--- config.mk ---
export PLATFORM = sky130hd
export DESIGN_NAME = bitty_fetch_unit_flat
export DESIGN_NICKNAME = d
export VERILOG_FILES = /design/src/rtl/bitty_fetch_unit_if.sv /design/src/rtl/bitty_fetch_unit.sv /design/src/flat_wrapper.sv
export SDC_FILE = /design/constraint.sdc
export NUM_CORES = 1
export LEC_CHECK = 0
export BUFFER_PORTS_ARGS = -buffer_cell sky130_fd_sc_hd__buf_2
export CAP_MARGIN = 10
export CELL_PAD_IN_SITES_DETAIL_PLACEMENT = 0
export CELL_PAD_IN_SITES_GLOBAL_PLACEMENT = 2
export CORE_AREA = 5 5 121 89
export CTS_CLUSTER_DIAMETER = 120
export DETAILED_ROUTE_END_ITERATION = 10
export DIE_AREA = 0 0 126 94
export HOLD_SLACK_MARGIN = 0.08
export PLACE_DENSITY_LB_ADDON = 0.1
export SYNTH_ARGS = -nofsm -noshare
export SYNTH_HDL_FRONTEND = slang
export SYNTH_SLANG_ARGS = --single-unit
--- constraint.sdc ---
create_clock -name clk -period 2.45 [get_ports clk]
set_clock_uncertainty 0.05 [all_clocks]
set_input_delay 0.245 -clock clk [delete_from_list [all_inputs] [get_ports clk]]
set_output_delay 0.245 -clock clk [all_outputs]
set_load 0.1 [all_outputs]
--- src/rtl/bitty_fetch_unit_if.sv ---
// Memory read port and core instruction/run/done handshake of the bitty fetch unit.
interface bitty_fetch_unit_if #(
    parameter int ADDR_W = 8
);
    logic              mem_rd_en;
    logic [ADDR_W-1:0] mem_addr;
    logic [15:0]       mem_data;
    logic [15:0]       instruction;
    logic              run;
    logic              done;

    // Fetch unit side: issues reads and instructions.
    modport master (
        output mem_rd_en, mem_addr, instruction, run,
        input  mem_data, done
    );

    // Memory/core side: returns read data and completion.
    modport slave (
        input  mem_rd_en, mem_addr, instruction, run,
        output mem_data, done
    );
endinterface

--- src/rtl/bitty_fetch_unit.sv ---
// Instruction sequencer for the bitty core: fetch at pc, issue with a run pulse,
// wait for done, advance pc. Stops on HALT_INSTR or on a done timeout.
module bitty_fetch_unit #(
    parameter int          ADDR_W     = 8,
    parameter logic [15:0] HALT_INSTR = 16'hFFFF,
    parameter int          TIMEOUT    = 64
) (
    input  logic              clk,
    input  logic              reset,
    input  logic              start,
    input  logic [ADDR_W-1:0] start_addr,
    bitty_fetch_unit_if.master bus,
    output logic [ADDR_W-1:0] pc,
    output logic [15:0]       instr_count,
    output logic              busy,
    output logic              halted,
    output logic              timeout_err
);
    typedef enum logic [2:0] {
        S_IDLE, S_FETCH, S_MEM_WAIT, S_ISSUE, S_EXEC, S_HALT, S_ERROR
    } state_t;

    // Counter only needs to reach TIMEOUT-1.
    localparam int CNT_W = $clog2(TIMEOUT + 1);
    // Error is taken on the EXEC edge where the counter would step onto TIMEOUT-1,
    // so timeout_err rises exactly TIMEOUT cycles after run rises.
    localparam logic [CNT_W-1:0] TMO_LAST = CNT_W'(TIMEOUT - 2);

    state_t            state;
    logic [CNT_W-1:0]  tmo_cnt;
    logic              rd_en_q;
    logic              run_q;
    logic [15:0]       instr_q;

    assign bus.mem_rd_en   = rd_en_q;
    assign bus.mem_addr    = pc;
    assign bus.instruction = instr_q;
    assign bus.run         = run_q;

    // Sequencer FSM; every output is a register updated with the transition.
    always_ff @(posedge clk or negedge reset) begin
        if (!reset) begin
            state       <= S_IDLE;
            pc          <= '0;
            instr_count <= '0;
            tmo_cnt     <= '0;
            instr_q     <= '0;
            rd_en_q     <= 1'b0;
            run_q       <= 1'b0;
            busy        <= 1'b0;
            halted      <= 1'b0;
            timeout_err <= 1'b0;
        end else begin
            rd_en_q <= 1'b0;
            run_q   <= 1'b0;
            case (state)
                S_IDLE, S_HALT, S_ERROR: begin
                    if (start) begin
                        pc          <= start_addr;
                        instr_count <= '0;
                        halted      <= 1'b0;
                        timeout_err <= 1'b0;
                        rd_en_q     <= 1'b1;
                        busy        <= 1'b1;
                        state       <= S_FETCH;
                    end
                end
                S_FETCH: begin
                    state <= S_MEM_WAIT;
                end
                S_MEM_WAIT: begin
                    instr_q <= bus.mem_data;
                    if (bus.mem_data == HALT_INSTR) begin
                        halted <= 1'b1;
                        busy   <= 1'b0;
                        state  <= S_HALT;
                    end else begin
                        run_q <= 1'b1;
                        state <= S_ISSUE;
                    end
                end
                S_ISSUE: begin
                    tmo_cnt <= '0;
                    state   <= S_EXEC;
                end
                S_EXEC: begin
                    // done wins over a timeout on the same edge
                    if (bus.done) begin
                        pc <= pc + 1'b1;
                        if (instr_count != 16'hFFFF)
                            instr_count <= instr_count + 16'd1;
                        rd_en_q <= 1'b1;
                        state   <= S_FETCH;
                    end else if (tmo_cnt == TMO_LAST) begin
                        tmo_cnt     <= tmo_cnt + 1'b1;
                        timeout_err <= 1'b1;
                        busy        <= 1'b0;
                        state       <= S_ERROR;
                    end else begin
                        tmo_cnt <= tmo_cnt + 1'b1;
                    end
                end
                default: begin
                    busy  <= 1'b0;
                    state <= S_IDLE;
                end
            endcase
        end
    end
endmodule

--- src/flat_wrapper.sv ---
// flat-port wrapper written by rule: the top's interface ports become plain ports
module bitty_fetch_unit_flat 
#(
    parameter int          ADDR_W     = 8,
    parameter logic [15:0] HALT_INSTR = 16'hFFFF,
    parameter int          TIMEOUT    = 64
)
  (clk, reset, start, start_addr, pc, instr_count, busy, halted, timeout_err, bus_mem_rd_en, bus_mem_addr, bus_instruction, bus_run, bus_mem_data, bus_done);
  bitty_fetch_unit_if #(.ADDR_W(ADDR_W)) bus_i ();
  input  logic clk;
  input  logic reset;
  input  logic start;
  input  logic [ADDR_W-1:0] start_addr;
  output logic [ADDR_W-1:0] pc;
  output logic [15:0] instr_count;
  output logic busy;
  output logic halted;
  output logic timeout_err;
  output wire logic [$bits(bus_i.mem_rd_en)-1:0] bus_mem_rd_en;
  output wire logic [$bits(bus_i.mem_addr)-1:0] bus_mem_addr;
  output wire logic [$bits(bus_i.instruction)-1:0] bus_instruction;
  output wire logic [$bits(bus_i.run)-1:0] bus_run;
  input wire logic [$bits(bus_i.mem_data)-1:0] bus_mem_data;
  input wire logic [$bits(bus_i.done)-1:0] bus_done;
  assign bus_mem_rd_en = bus_i.mem_rd_en;
  assign bus_mem_addr = bus_i.mem_addr;
  assign bus_instruction = bus_i.instruction;
  assign bus_run = bus_i.run;
  assign bus_i.mem_data = bus_mem_data;
  assign bus_i.done = bus_done;
  bitty_fetch_unit #(.ADDR_W(ADDR_W), .HALT_INSTR(HALT_INSTR), .TIMEOUT(TIMEOUT)) u_core (.clk(clk), .reset(reset), .start(start), .start_addr(start_addr), .bus(bus_i), .pc(pc), .instr_count(instr_count), .busy(busy), .halted(halted), .timeout_err(timeout_err));
endmodule
Yosys cells after proc, flatten, opt, wreduce, memory -nomap -nowiden:

Cells that the tools add are included.

* logic and storage cells: 73
* output and inout port bits: 53
* flip-flop bits (word level): 55

* $add $sub $neg: 3
* bitwise gates (word level): 1
* reduce and logical (&&, ||, !) cells: 13
* multiplexer cells: 30
* equal/unequal tests: 16

Operators by type and width (count)
* two-way mux 16 bit: 3
* case mux 16 bit (2 select lines): 1
* adder 16 x 1 -> 16 bit, second input constant: 1
* equality test 16 bit, second input constant: 1
* two-way mux 8 bit: 2
* != test 16 bit, second input constant: 1
* case mux 8 bit (2 select lines): 1
* case mux 3 bit (5 select lines): 1
* case mux 7 bit (2 select lines): 1
* two-way mux 1 bit: 12
* two-way mux 3 bit: 4
* equality test 3 bit, second input constant: 3
* adder 8 x 1 -> 8 bit, second input constant: 1
* AND reduction 4 bit: 2
* adder 7 x 1 -> 7 bit, second input constant: 1
* equality test 7 x 6 -> 1 bit, second input constant: 1
* two-way mux 7 bit: 1
* equality test 3 x 2 -> 1 bit, second input constant: 2
* != test 2 x 1 -> 1 bit, second input constant: 3
* != test 2 bit, second input constant: 3
* case mux 1 bit (2 select lines): 3
* AND reduction 3 bit: 2
* nonzero test 2 bit: 3
* AND reduction 5 bit: 1
* 8 further kinds: 9

Logic depth before layout (Yosys ltp):

* word-level depth: 4
* mapped depth: 7
* depth with buffers taken out: 6

Least setup slack after synthesis:

OpenSTA, ideal clock, no wires.

* kind: reg2reg
* from: reg u_core.instr_count[0]
* to: reg u_core.instr_count[4]
* data required time: 2.229 ns
* setup slack: -0.222 ns
* data arrival time: 2.450 ns
* setup time: 0.171 ns
* stages on the path, launching flop included: 7
* cells stage by stage: dfrtp_1 ha_1 nand3_4 nor4_1 a41oi_2 a21oi_1 a21oi_1

* cells in the longest elaborated chain, start to end: 4
* elaborated cells between the ends (all ways): 7
* those cells by class: add/sub (1); eq/ne (2); mux (3); reduce/logical (1)

RTL lines
* start: declaration: line bitty_fetch_unit.sv:14 `output logic [15:0] instr_count,`
* start signal: assignment: line bitty_fetch_unit.sv:91 `instr_count <= instr_count + 16'd1;`
* adder 16 x 1 -> 16 bit: line bitty_fetch_unit.sv:91
* two-way mux 16 bit: line bitty_fetch_unit.sv:90 `if (instr_count != 16'hFFFF)`
* two-way mux 16 bit: line bitty_fetch_unit.sv:88 `if (bus.done) begin`
* case mux 16 bit (2 select lines): line bitty_fetch_unit.sv:56 `case (state)`

Several ways; a longest one is shown, not always the timed one. The select of a mux whose other input is x is not followed.
A chain may end at the register's enable or synchronous reset.

Final worst setup path:

* from: reg u_core.instr_count[0]
* to: reg u_core.instr_count[6]

Same word-level chain as after synthesis.

==> metrics <==
area leader, netlist=dfrtp_1; Antenna diodes=0; Cell Area, Synth=approximately 3000 sq um; antenna violations before repair=0; slowest stage delay, CP=0.55 ns; Hold EP=u_core.bus.mem_addr[0]; setup violators final=0; buffers added on ports=80; die width=between 100 and 150 um; worst path required time=approximately 2.6 ns; CTS Sinks=55; CP Max Fanout=12; vias in the first global route=between 2000 and 2500; HPWL Detailed=approximately 5.7 mm; Hold Startpoint=start_addr[0]; Hold Path Depth=3; WL final=~7.9 mm; clock latency on the worst-skew pair=~0.30 ns; slew margin rel.=~57%; Reg area=1383 sq um; Finished Layout Cells=approximately 510; Reg-to-Reg Start=u_core.instr_count[0]; crit path capture type=flip-flop; Post-synth EDFFs=0; CP Cell Sequence=ha_1, nand3_4, or4_4, o21ai_2, o21ai_0, o21ai_0; HP Class=in -> reg; clk slew on worst S/H paths=~0.080 ns; post-synthesis cell count=approximately 310; CP delay by family, top=compound AO/OA/AOI/OAI gates; WHS=between 0.1 and 0.15 ns; most common cell after layout, fill and taps aside=buf_2; clock buffer depth=2; multi-input gate area in the final layout=between 1000 and 1500 sq um; Post-CTS Setup Repair Bufs=0; drt wl/cell=between 15 and 20 um; most frequent cells in the layout=buf_2, dfrtp_1, nand2_1, a21oi_1, o21ai_0; Seq/Total Area, Yosys=46.55%; die area=about 12000 sq um; vias per inst=roughly 5.0; Slew @ Worst Pin=between 0.6 and 0.7 ns; setup TNS=0 ns; H-tree Lvls=2; Final Max Slew Viols=0; share of the cycle needed by the critical path after routing=88.97%; Post-Syn Nets=337; Layout Nets=approximately 400; Worst path most repeated cell=o21ai_0; via count=2534; total CTS buffers=5; register bit total from synthesis=55; Mapped Avg Cell Area=9.694 sq um; I/O pins=between 80 and 90; largest net degree at the start of global routing=32; crit path DAT=between 2 and 2.5 ns; Final min period=2.180 ns; post-synth top area share=between 40% and 50%; R2R Setup Slk=0.27 ns; most common flop cell mapped by yosys=dfrtp_1; placed instance area=~3400 sq um; RSZ-0062 raised after global routing=false; FP Rows=30; Initial DRT Pass Iterations=4; first-pass GRT wire length=about 13 mm; outcome=complete, no violations; max capacitance violation total=0; slowest library cell on the worst path=or4_4; Ys Warns=0; asr flop ratio synth=100.0%; R2R cell count=6; Residual DRC=0; core area=~9500 sq um; fin area=about 3600 sq um; Overflow after GRT=0; fraction of layout cells with a size suffix above 1=a little over a third; DP Cell Count=between 400 and 500; crit path launch type=flip-flop; # fillers=~990; routability congestion estimate=between 0.7 and 0.8; initial core utilization=a little under a third; Max Clk Rate=0.4588 GHz; top cells by area, synth=dfrtp_1, mux2_2, a21oi_1; final hold vios=0; antenna-violating nets left=0; DRT iter0 DRCs=105; GR Util All Layers=13.64%; critical path class=reg -> reg; Buffers & Inverters on Critical Path=0; CTS tree=done; synth unique cells=55; die height=94 um; reg2reg end=u_core.instr_count[6]; CTS root buf=clkbuf_16; P&R area growth vs syn=22.22%
## registers in the layout, indices dropped and copies added (netlist names)
name,cells
u_core.bus.mem_rd_en,1
u_core.tmo_cnt,7
u_core.busy,1
u_core.bus.mem_addr,8
u_core.state,3
u_core.bus.instruction,16
u_core.bus.run,1
u_core.instr_count,16
u_core.halted,1
u_core.timeout_err,1
## metrics by stage
| stage | worst slack [ns] | util, % |
|---|---|---|
| 2_1_floorplan | 0.02088 | - |
| 3_3_place_gp | 0.2692 | 36.31 |
| 3_5_place_dp | 0.2535 | 36.31 |
| 4_1_cts | 0.2357 | 38.20 |
| 5_1_grt | 0.04821 | 38.20 |
| 6_report | 0.2702 | 38.20 |
## cell usage after synthesis, drive strengths merged, types with 2 or more instances
| library cell | n |
|---|---|
| a211oi | 2 |
| a21oi | 28 |
| a31oi | 8 |
| and3 | 5 |
| buf | 16 |
| clkbuf | 7 |
| dfrtp | 55 |
| ha | 4 |
| inv | 7 |
| mux2 | 16 |
| mux2i | 4 |
| nand2 | 29 |
| nand2b | 3 |
| nand3 | 16 |
| nand4 | 12 |
| nor2 | 19 |
| nor2b | 3 |
| nor3 | 6 |
| nor4 | 3 |
| o211ai | 3 |
| o21a | 2 |
| o21ai | 27 |
| o22ai | 3 |
| o31ai | 3 |
| or3 | 3 |
| xor2 | 2 |
## kinds of logic (layout without fill, tap and decap cells)
group,count (synthesis),count (layout),share of synthesized area [%]
fa+ha+maj,4,4,1.693
flops,55,55,46.55
xor+xnor,3,3,0.8889
simple gates,107,107,19.17
buf+inv,32,107,7.279
compound gates,84,84,16.97
mux,20,20,7.448
## what timing repair did
item,in CTS,in global routing
gates resized for setup,0,0
endpoints found under the hold margin,24,0
hold buffers,1,0
## routing by layer
metal	vias to the layer above	track usage, %	part of all wire (%)
met5	-	0	0
met4	0	2.946	0.83
met3	6	3.125	3.8
met2	43	19.34	42
met1	1220	20.89	53
li1	1265	-	-
## worst min-delay path, stage by stage
cell     delay, ns
buf_2         0.07
nand3_1       0.05
nand2_1       0.06
## how the worst max path moves through the flow
stage	startpoint	end	depth (start not counted)	slack, ns
floorplan	u_core.instr_count[6]	u_core.instr_count[9]	5	0.02
global placement	u_core.instr_count[0]	u_core.instr_count[10]	6	0.27
detailed placement	u_core.instr_count[0]	u_core.instr_count[12]	6	0.25
CTS	u_core.instr_count[0]	u_core.instr_count[12]	6	0.24
global route	u_core.instr_count[0]	u_core.instr_count[8]	6	0.05
finish	u_core.instr_count[0]	u_core.instr_count[6]	6	0.27
## area by class of cell
cell class,count,share of cell area [%]
repair buffers,92,13.99
clock buffers,5,3.463
well taps,128,4.432
clock inverters,3,1.212
inverters,7,0.7271
flip-flops and latches,55,38.26
multi-input cells,218,37.92
Power is not shown: default switching activity piles up to over one toggle a cycle in this logic, so the estimate is an artifact.
